--- config.mk ---
export PLATFORM = sky130hd
export DESIGN_NAME = lsu_bus_master
export DESIGN_NICKNAME = d
export VERILOG_FILES = /design/src/rtl/lsu_bus_master.sv
export SDC_FILE = /design/constraint.sdc
export NUM_CORES = 1
export LEC_CHECK = 0
export BUFFER_PORTS_ARGS = -buffer_cell sky130_fd_sc_hd__buf_2
export CORE_ASPECT_RATIO = 0.75
export CORE_MARGIN = 1.5
export CORE_UTILIZATION = 30
export CTS_CLUSTER_DIAMETER = 30
export CTS_CLUSTER_SIZE = 20
export DETAILED_ROUTE_END_ITERATION = 12
export GPL_ROUTABILITY_DRIVEN = 0
export RECOVER_POWER = 25
export SYNTH_ARGS = -nofsm -noshare
export SYNTH_HDL_FRONTEND = slang
export SYNTH_SLANG_ARGS = --single-unit
--- constraint.sdc ---
create_clock -name clk -period 3.05 [get_ports clk]
set_input_delay 0.4575 -clock clk [delete_from_list [all_inputs] [get_ports clk]]
set_output_delay 0.4575 -clock clk [all_outputs]
set_load 0.01 [all_outputs]
--- src/rtl/lsu_bus_master.sv ---
// MEM-stage load/store initiator: one access per instruction over a word-addressed req/ready bus,
// with lane steering, load extension, misalignment/illegal-funct3 rejection and a bus-wait timeout.
module lsu_bus_master #(
  parameter int TIMEOUT = 16
) (
  input  logic        clk,
  input  logic        rst,
  input  logic        req_valid,
  input  logic        req_read,
  input  logic        req_write,
  input  logic [2:0]  req_funct3,
  input  logic [31:0] req_addr,
  input  logic [31:0] req_wdata,
  output logic        stall,
  output logic [31:0] load_data,
  output logic        load_valid,
  output logic        access_err,
  output logic        bus_fault,
  output logic        mem_req,
  output logic        mem_we,
  output logic [31:0] mem_addr,
  output logic [31:0] mem_wdata,
  output logic [3:0]  mem_be,
  input  logic        mem_ready,
  input  logic [31:0] mem_rdata
);

  localparam int CW = $clog2(TIMEOUT + 1);
  localparam logic [CW-1:0] LAST = CW'(TIMEOUT - 1);

  typedef enum logic [1:0] {IDLE, BUSY, RESP} state_t;

  state_t      state, state_nx;
  logic [CW-1:0] cnt;
  logic [2:0]  f3_r;
  logic [1:0]  off_r;
  logic        done_load, fault;

  logic        access, f3_bad, misalign, legal, timeout_hit;
  logic [3:0]  be_nx;
  logic [31:0] wdata_nx, ext;
  logic [7:0]  rbyte;
  logic [15:0] rhalf;

  // Request decode and store lane steering.
  always_comb begin
    access   = req_valid & (req_read | req_write);
    f3_bad   = req_write ? (req_funct3[2] | (req_funct3[1:0] == 2'b11))
                         : ((req_funct3[1:0] == 2'b11) | (req_funct3[2:1] == 2'b11));
    misalign = ((req_funct3[1:0] == 2'b01) && req_addr[0]) ||
               ((req_funct3[1:0] == 2'b10) && (req_addr[1:0] != 2'b00));
    legal    = !f3_bad && !misalign;
    be_nx    = 4'b1111;
    wdata_nx = req_wdata;
    case (req_funct3[1:0])
      2'b00: begin
        be_nx    = 4'b0001 << req_addr[1:0];
        wdata_nx = {4{req_wdata[7:0]}};
      end
      2'b01: begin
        be_nx    = req_addr[1] ? 4'b1100 : 4'b0011;
        wdata_nx = {2{req_wdata[15:0]}};
      end
      default: ;
    endcase
    if (!req_write) be_nx = 4'b1111;
  end

  always_comb begin
    rbyte = mem_rdata[{off_r, 3'b000} +: 8];
    rhalf = off_r[1] ? mem_rdata[31:16] : mem_rdata[15:0];
    case (f3_r)
      3'b000:  ext = {{24{rbyte[7]}}, rbyte};
      3'b001:  ext = {{16{rhalf[15]}}, rhalf};
      3'b100:  ext = {24'h0, rbyte};
      3'b101:  ext = {16'h0, rhalf};
      default: ext = mem_rdata;
    endcase
  end

  always_comb begin
    state_nx    = state;
    stall       = 1'b0;
    timeout_hit = (cnt == LAST);
    case (state)
      IDLE: if (access && legal) begin
        stall    = 1'b1;
        state_nx = BUSY;
      end
      BUSY: begin
        stall = 1'b1;
        if (mem_ready || timeout_hit) state_nx = RESP;
      end
      RESP:    state_nx = IDLE;
      default: state_nx = IDLE;
    endcase
  end

  assign mem_req    = (state == BUSY);
  assign load_valid = (state == RESP) && done_load;
  assign bus_fault  = (state == RESP) && fault;

  // Bus fields are latched at accept so they stay stable however long the responder waits.
  always_ff @(posedge clk) begin
    if (rst) begin
      state      <= IDLE;
      cnt        <= '0;
      f3_r       <= '0;
      off_r      <= '0;
      done_load  <= 1'b0;
      fault      <= 1'b0;
      access_err <= 1'b0;
      load_data  <= '0;
      mem_we     <= 1'b0;
      mem_addr   <= '0;
      mem_wdata  <= '0;
      mem_be     <= '0;
    end else begin
      state      <= state_nx;
      access_err <= (state == IDLE) && access && !legal;
      case (state)
        IDLE: begin
          cnt <= '0;
          if (access && legal) begin
            mem_addr  <= {req_addr[31:2], 2'b00};
            mem_wdata <= wdata_nx;
            mem_be    <= be_nx;
            mem_we    <= req_write;
            f3_r      <= req_funct3;
            off_r     <= req_addr[1:0];
            done_load <= 1'b0;
            fault     <= 1'b0;
          end
        end
        BUSY: begin
          if (mem_ready) begin
            if (!mem_we) begin
              load_data <= ext;
              done_load <= 1'b1;
            end
          end else if (timeout_hit) begin
            fault     <= 1'b1;
            load_data <= '0;
          end else begin
            cnt <= cnt + CW'(1);
          end
        end
        default: ;
      endcase
    end
  end

endmodule
* After elaboration in Yosys (flattened, before gate mapping) *
Index checks and enable logic that the tools add are counted.

operators by class
  $add $sub $neg = 1
  equality and inequality tests = 18
  shift-type cells = 2
  mux-type cells = 25
  bitwise logic cells = 4
  reduce and logical (&&, ||, !) cells = 25

operators by type and width
  operator               count
  $pmux W32 S4           1
  $mux W32               3
  $pmux W32 S2           1
  $shiftx A32 B6 Y8      1
  $mux W16               1
  $mux W5                2
  $ne A2 B2 Y1 const B   5
  $pmux W5 S2            1
  $eq A2 B2 Y1 const B   4
  $logic_and A1 B1 Y1    8
  $mux W4                2
  $pmux W4 S2            1
  $reduce_and A4 Y1      2
  $mux W1                7
  $eq A3 B3 Y1 const B   2
  $ne A2 B1 Y1 const B   3
  $pmux W1 S2            3
  $reduce_and A3 Y1      2
  $reduce_bool A2 Y1     3
  $add A5 B1 Y5 const B  1
  $eq A5 B4 Y1 const B   1
  $eq A2 B1 Y1 const B   2
  $logic_not A2 Y1       2
  $mux W2                2
  other kinds (9)        15

word-level totals
  bits in registers = 114
  input bits = 105
  output and inout bits = 106
  logic and storage cells = 87

* Longest topological paths before layout *
Gate-level depths: netlist of run 1.

  depth in word-level cells = 8
  mapped depth = 9
  mapped depth without buffers = 7

* Worst setup path before layout of run 1 *
OpenSTA, ideal clock, no wires.

  path type = reg2reg
  start point = register cnt[0]
  end point = register load_data[28]
  library setup time = 0.122 ns
  arrival = 1.808 ns
  required time = 2.928 ns
  slack = 1.120 ns
  cell stages (with the launch flop) = 10
  path buffers = 2
  period minus slack after synthesis = 1.930 ns
  cell sequence = dfxtp_1 ha_1 and3_1 ha_1 nor2b_1 o21ai_0 nor2b_1 clkbuf_1 buf_2 a221o_1

on the way
  cells in the longest elaborated chain, start to end = 3

RTL lines
  item                                 RTL line  source
  start: declaration                   34        logic [CW-1:0] cnt;
  start signal: assignment             145       cnt <= cnt + CW'(1);
  $eq A5 B4 Y1                         84        timeout_hit = (cnt == LAST);
  $reduce_bool A2 Y1 (no source line)  --
  $reduce_and A3 Y1 (no source line)   --
  end signal: assignment               138       load_data <= ext;
  end: declaration                     15        output logic [31:0] load_data,

No other way between the ends.
A chain may end at the register's enable or synchronous reset.

* Worst setup path after layout of run 1 *
  start point = input req_funct3[0]
  end point = output stall

on the way
  cells in the longest elaborated chain, start to end = 8
  elaborated cells on any way between the ends = 15
  those cells by class = eq/ne (3); mux (3); bitwise (2); reduce/logical (7)

RTL lines
  item                                           RTL line  source
  start: declaration                             11        input logic [2:0] req_funct3,
  $eq A2 B2 Y1, or another cell as far along     48, 49
  $or A1 B1 Y1, or another cell as far along     49        : ((req_funct3[1:0] == 2'b11) | (req_funct3[2:1] == 2'b11));
  $mux W1 or $logic_or A1 B1 Y1 (tied branches)  48, 50
  $logic_not A1 Y1                               52        legal = !f3_bad && !misalign;
  $logic_and A1 B1 Y1 *                          52
  $logic_and A1 B1 Y1 *                          86        IDLE: if (access && legal) begin
  $mux W1 *                                      86
  $pmux W1 S2 *                                  85        case (state)
  end: declaration                               14        output logic stall,

Mark *: on every way between the ends. The rest lies on a longest branch, timed or not.

==> impl_metrics.toml, run 1 <==
[outcome]
outcome = "complete, but fails checks"
violations = "capacitance limit, slew limit"

[grt]
use_met1_pct = 23.7
grt_overflow = 0
gr-max-usage-layer = "met2"
grt_util_all_layers_pct = 17.9
use_met2_pct = 26.7
grt_max_degree = 83
grt_first_pass_wirelength_um = 23100
antenna_found_initial = 0
grt_pass1_vias = 4304
grt.met3_usage_pct = 6.94

[cts]
cts_buffer_depth = 2
path_clk_slew_ns = 0.05
clkLatencyLatePin_ns = 0.41
cts-buffers-inserted = 17
cts_tree = "yes"
cts_hold_buf = 0
clkSinkCount = 114
cts_root_buffer = "clkbuf_16"
cts_max_level = 4
post_cts_buffers = 0
post_cts_resized = 0

[timing]
skew_ns = 0.0103
fin_crit_ns = 2.34
tns_ns = 0
rsz0062_at_grt = "false"
drv_slew = 83
worst_pin_slew_ns = 1.75
finalCritPeriodShare_pct = 76.6
hold_viol = 0
setup_violations = 0
slew_headroom_pct = -16.5
fmax_mhz = 428

[drt]
wl_per_cell_um = 15.6
wl_um = 15100
dr.pass1.iters = 6
drc = 0
ant_nets = 0
dr_total_vias = 4632
drt-vias-per-instance = 4.78
drt_iter0_markers = 303

[power_and_ir_drop]
p_leak_nw = 2.70
p_seq_share_pct = 40.2
vdd.ir_drop.worst_v = 0.000302
comb_power_share_pct = 10.5
clkPwrFrac_pct = 49.2
p_int_mw = 2.97
p_sw_share_pct = 24.4
power.density_nw_per_um2 = 604
fin_total_pwr_mw = 3.93
power.switching_mw = 0.960

[synth]
ys.flop_type = "dfxtp_1"
yosys_warnings = 0
seq_area_frac_synth_pct = 47.4
syn_inst = 561
syn_area_um2 = 4820
synthDistinctLibCells = 46
async_reset_ff_share_pct = 0
synth-seq-cells = 114
synth_edf_count = 0
syn_area_per_cell_um2 = 8.59

[critical_path]
worstSetupPathType = "in -> out"
crit_path_start_kind = "input port"
critPathRequiredTime_ns = 2.59
cp_max_fo = 22
crit_path_end_kind = "output port"
arrival_ns = 1.88

[die]
num_rows = 39
start_util_pct = 31.2
dieArea_um2 = 16800
core_um2 = 15500
die-height_um = 113
die_width_um = 149
ioPinCount = 211

[cells_and_area]
synthToLayoutAreaGrowth_pct = 35.1
final_area_um2 = 6510
diodes = 0
fin_nets = 859
layout-drive-gt1-share_pct = 28.6
nFillCells = 1590

[placement]
hpwlAfterDp_um = 10500
placed_cell_area_um2 = 6000
port_buffers = 208

[min_path]
holdCritPathClass = "in -> reg"

[flow_run]
drv_cap = 1
[power groups by stage]
| stage | clock, mW | combinational (mW) | sequential [mW] |
|---|---|---|---|
| final | 1.94 | 0.415 | 1.58 |
| after global placement | 0 | 0.421 | 1.61 |
| after global routing | 2.06 | 0.459 | 1.59 |
| after detailed placement | 0 | 0.422 | 1.61 |
| after CTS | 1.98 | 0.423 | 1.58 |
| after floorplan | 0 | 0.213 | 1.63 |
[state kept, by name, indices dropped and copies added, names as in the netlist, 2 cells and up]
signal     cells
cnt            5
load_data     32
f3_r           3
mem_addr      30
mem_be         4
state          2
off_r          2
mem_wdata     32
[synth_stat cells, types with 2 or more instances]
cell	count	area share, %
a211oi_1	10	1.6
a21oi_1	60	6.2
a221o_1	16	3.3
a311oi_1	8	1.5
a32o_1	15	3.1
and3b_1	2	0.36
buf_1	4	0.31
buf_2	13	1.3
buf_4	5	0.78
buf_6	2	0.47
clkbuf_1	21	1.6
dfxtp_1	114	47
ha_1	2	0.52
inv_1	3	0.23
mux2_2	9	2.1
mux2i_1	18	3.7
nand2_1	140	11
nand2b_1	13	1.7
nand3_1	3	0.31
nor2_1	32	2.5
nor2b_1	3	0.39
nor3_1	8	0.83
nor4_1	3	0.39
o21ai_0	21	2.2
o22a_1	7	1.3
or2_2	9	1.2
[area by class of cell]
| cell class | count | area [um2] | area share, % |
|---|---|---|---|
| inverters | 4 | 15.0 | 0.231 |
| well taps | 205 | 256 | 3.94 |
| multi-input cells | 398 | 2320 | 35.7 |
| flip-flops and latches | 114 | 2280 | 35.1 |
| clock buffers | 22 | 474 | 7.28 |
| clock inverters | 10 | 108 | 1.65 |
| repair buffers | 217 | 1050 | 16.2 |
[kinds of logic after synthesis]
group,share of synthesized area (%)
AOI/OAI and AO/OA,20.5
adders and majority gates,0.519
buffers and inverters,4.96
DFF,47.4
muxes,6.31
other,0.0778
and+or+nand+nor,20.2
[final timing paths]
kind | start | end | slack, ns | cells after the start
worst max register to register | cnt[0]$_SDFFE_PP0P_ | load_data[31]$_SDFFE_PP0P_ | 0.92 | 8
worst min-delay path | req_addr[5] | mem_addr[5]$_SDFFE_PP0P_ | 0.28 | 3
worst min register to register | mem_wdata[0]$_SDFFE_PP0P_ | mem_wdata[0]$_SDFFE_PP0P_ | 0.45 | 2
worst max-delay path | req_funct3[0] | stall | 0.71 | 5
[layout by cell type (no fill, tap or decap), types with 10 or more instances in the layout]
cell type / netlist / layout
buf_2: 13 / 155
nand2_1: 140 / 140
dfxtp_1: 114 / 114
a21oi_1: 60 / 60
clkbuf_1: 21 / 55
nor2_1: 32 / 32
o21ai_0: 21 / 21
mux2i_1: 18 / 18
clkbuf_16: 0 / 17
a221o_1: 16 / 16
a32o_1: 15 / 15
nand2b_1: 13 / 13
a211oi_1: 10 / 10
[layer usage]
metal,share of wire (%),routed length (um),vias up
met5,0,0,-
met4,0.97,147,0
met3,6.6,991,13
met2,45,6840,131
met1,47,7110,2139
li1,-,-,2349
[worst max-delay path, stage by stage]
cell       delay, ns
buf_2           0.25
nor4_1          0.71
o2111ai_4       0.15
nand2_1         0.15
buf_2           0.16
[through the flow]
| stage | worst slack (ns) | hold WS (ns) | cells | util, % |
|---|---|---|---|---|
| after floorplan | 1.12 | 0.468 | 562 | - |
| after global placement | 0.660 | 0.440 | 938 | 38.8 |
| after global routing | 0.652 | 0.276 | 970 | 42.1 |
| final | 0.714 | 0.281 | 970 | 42.1 |
| after detailed placement | 0.630 | 0.444 | 938 | 38.8 |
| after CTS | 0.731 | 0.267 | 970 | 42.5 |
Note: power is estimated with default switching activity, not from simulation.
==> run 2, diff against run 1 <==
clock period = 2.2 ns   (was 3.05 ns; I/O delays follow)
==> run 2 against run 1 <==
The run now ends clean. Via count is 3.1% higher. First-iteration DRC count is 18% lower. Largest power group unchanged. Register-to-register slack worse by 0.73 ns. Cell area is 1.0% higher. Global-route usage is 0.32 points higher. Combinational power is 44% higher.
==> impl_metrics.toml, run 2 (synthesis results as in run 1) <==
[outcome]
outcome = "complete, no violations"

[placement]
port_buffers = 208
hpwlAfterDp_um = 10900

[power_and_ir_drop]
clkPwrFrac_pct = 48.2
comb_power_share_pct = 11.1
fin_total_pwr_mw = 5.37
p_int_mw = 4.02
p_leak_nw = 2.74
power.switching_mw = 1.35
power.density_nw_per_um2 = 816
p_seq_share_pct = 40.7
p_sw_share_pct = 25.1
vdd.ir_drop.worst_v = 0.000509

[drt]
drt_iter0_markers = 249
ant_nets = 0
wl_per_cell_um = 15.5
drc = 0
dr_total_vias = 4777
drt-vias-per-instance = 4.87
dr.pass1.iters = 4
wl_um = 15100

[cts]
cts_max_level = 4
post_cts_resized = 0
clkSinkCount = 114
post_cts_buffers = 0
clkLatencyLatePin_ns = 0.40
cts_tree = "yes"
cts-buffers-inserted = 17
cts_root_buffer = "clkbuf_16"
cts_hold_buf = 0
cts_buffer_depth = 2
path_clk_slew_ns = 0.06

[timing]
finalCritPeriodShare_pct = 91.4
fin_crit_ns = 2.01
worst_pin_slew_ns = 0.910
skew_ns = 0.0100
drv_slew = 0
tns_ns = 0
slew_headroom_pct = 39.3
rsz0062_at_grt = "false"
fmax_mhz = 497
hold_viol = 0
setup_violations = 0

[die]
die_width_um = 149
num_rows = 39
start_util_pct = 31.2
ioPinCount = 211
die-height_um = 113
core_um2 = 15500
dieArea_um2 = 16800

[grt]
grt_max_degree = 83
grt_first_pass_wirelength_um = 23900
grt_overflow = 0
antenna_found_initial = 0
grt_pass1_vias = 4613
grt_util_all_layers_pct = 18.2

[critical_path]
critPathBufInv = 1
crit_path_start_kind = "flop"
critPathTopFamily = "simple AND/OR/NAND/NOR gates"
critPathSlowestCell = "dfxtp_1"
arrival_ns = 2.30
cp_max_fo = 32
cp_cell_sequence = "ha_1 > and3_1 > ha_1 > nor2b_1 > o21ai_0 > nor2b_2 > buf_12 > a221o_1"
cp_common_cell = "ha_1"
critPathLaunch = "cnt[0]$_SDFFE_PP0P_"
worstSetupPathType = "reg -> reg"
crit_path_end_kind = "flop"
timing.rr.start = "cnt[0]$_SDFFE_PP0P_"
critPathRequiredTime_ns = 2.49
slowest_delay_ns = 0.38

[cells_and_area]
nFillCells = 1617
fin_nets = 869
largestRegisters = "load_data (32), mem_wdata (32), mem_addr (30)"
layout_common_cells = "buf_2 (154), nand2_1 (140), dfxtp_1 (114)"
final_common_cell = "buf_2"
layout-drive-gt1-share_pct = 29.4
synthToLayoutAreaGrowth_pct = 36.4
diodes = 0

[min_path]
holdCritPathClass = "in -> reg"
hp-start = "req_addr[31]"

[flow_run]
drv_cap = 0
-- run 2: power groups by stage --
stage / Combinational, mW / Clock, mW / Sequential, mW
2_1_floorplan: 0.295 / 0 / 2.26
3_3_place_gp: 0.604 / 0 / 2.23
3_5_place_dp: 0.609 / 0 / 2.23
4_1_cts: 0.610 / 2.65 / 2.19
5_1_grt: 0.663 / 2.75 / 2.20
6_report: 0.596 / 2.59 / 2.19
-- run 2: worst min-delay path, delay by kind of cell --
family | cells | cell delay [ns]
AND/OR/NAND/NOR | 1 | 0.04
buffers and inverters | 1 | 0.10
AO/OA/AOI/OAI | 1 | 0.05
-- run 2: worst paths after layout --
kind	slack, ns	to	depth (start not counted)
max reg2reg	0.19	load_data[25]$_SDFFE_PP0P_	8
min reg2reg	0.45	mem_wdata[25]$_SDFFE_PP0P_	2
min	0.16	mem_addr[31]$_SDFFE_PP0P_	3
max	0.19	load_data[25]$_SDFFE_PP0P_	8
-- run 2: final cells by class --
cell class / instances / area, um2 / share of cell area, %
clock inverters: 10 / 83.8 / 1.27
clock buffers: 22 / 474 / 7.21
multi-input cells: 398 / 2320 / 35.3
inverters: 4 / 15.0 / 0.228
repair buffers: 227 / 1140 / 17.4
well taps: 205 / 256 / 3.90
flip-flops and latches: 114 / 2280 / 34.7
-- run 2: layer usage --
layer  wire (um)  global-route usage (%)
met2        6990                    28.6
met4         187                    6.34
met3        1180                    6.25
met1        6800                    23.3
met5           0                       0
-- run 2: per-stage QoR --
step | setup WS, ns | instance area [um2] | hold WS, ns | instances | utilization (%)
2_1_floorplan | 0.270 | 4820 | 0.462 | 562 | -
3_5_place_dp | 0.205 | 6090 | 0.443 | 948 | 39.3
3_3_place_gp | 0.226 | 6090 | 0.440 | 948 | 39.3
5_1_grt | 0.0270 | 6580 | 0.157 | 980 | 42.5
6_report | 0.189 | 6580 | 0.159 | 980 | 42.5
4_1_cts | 0.173 | 6640 | 0.149 | 980 | 43.0
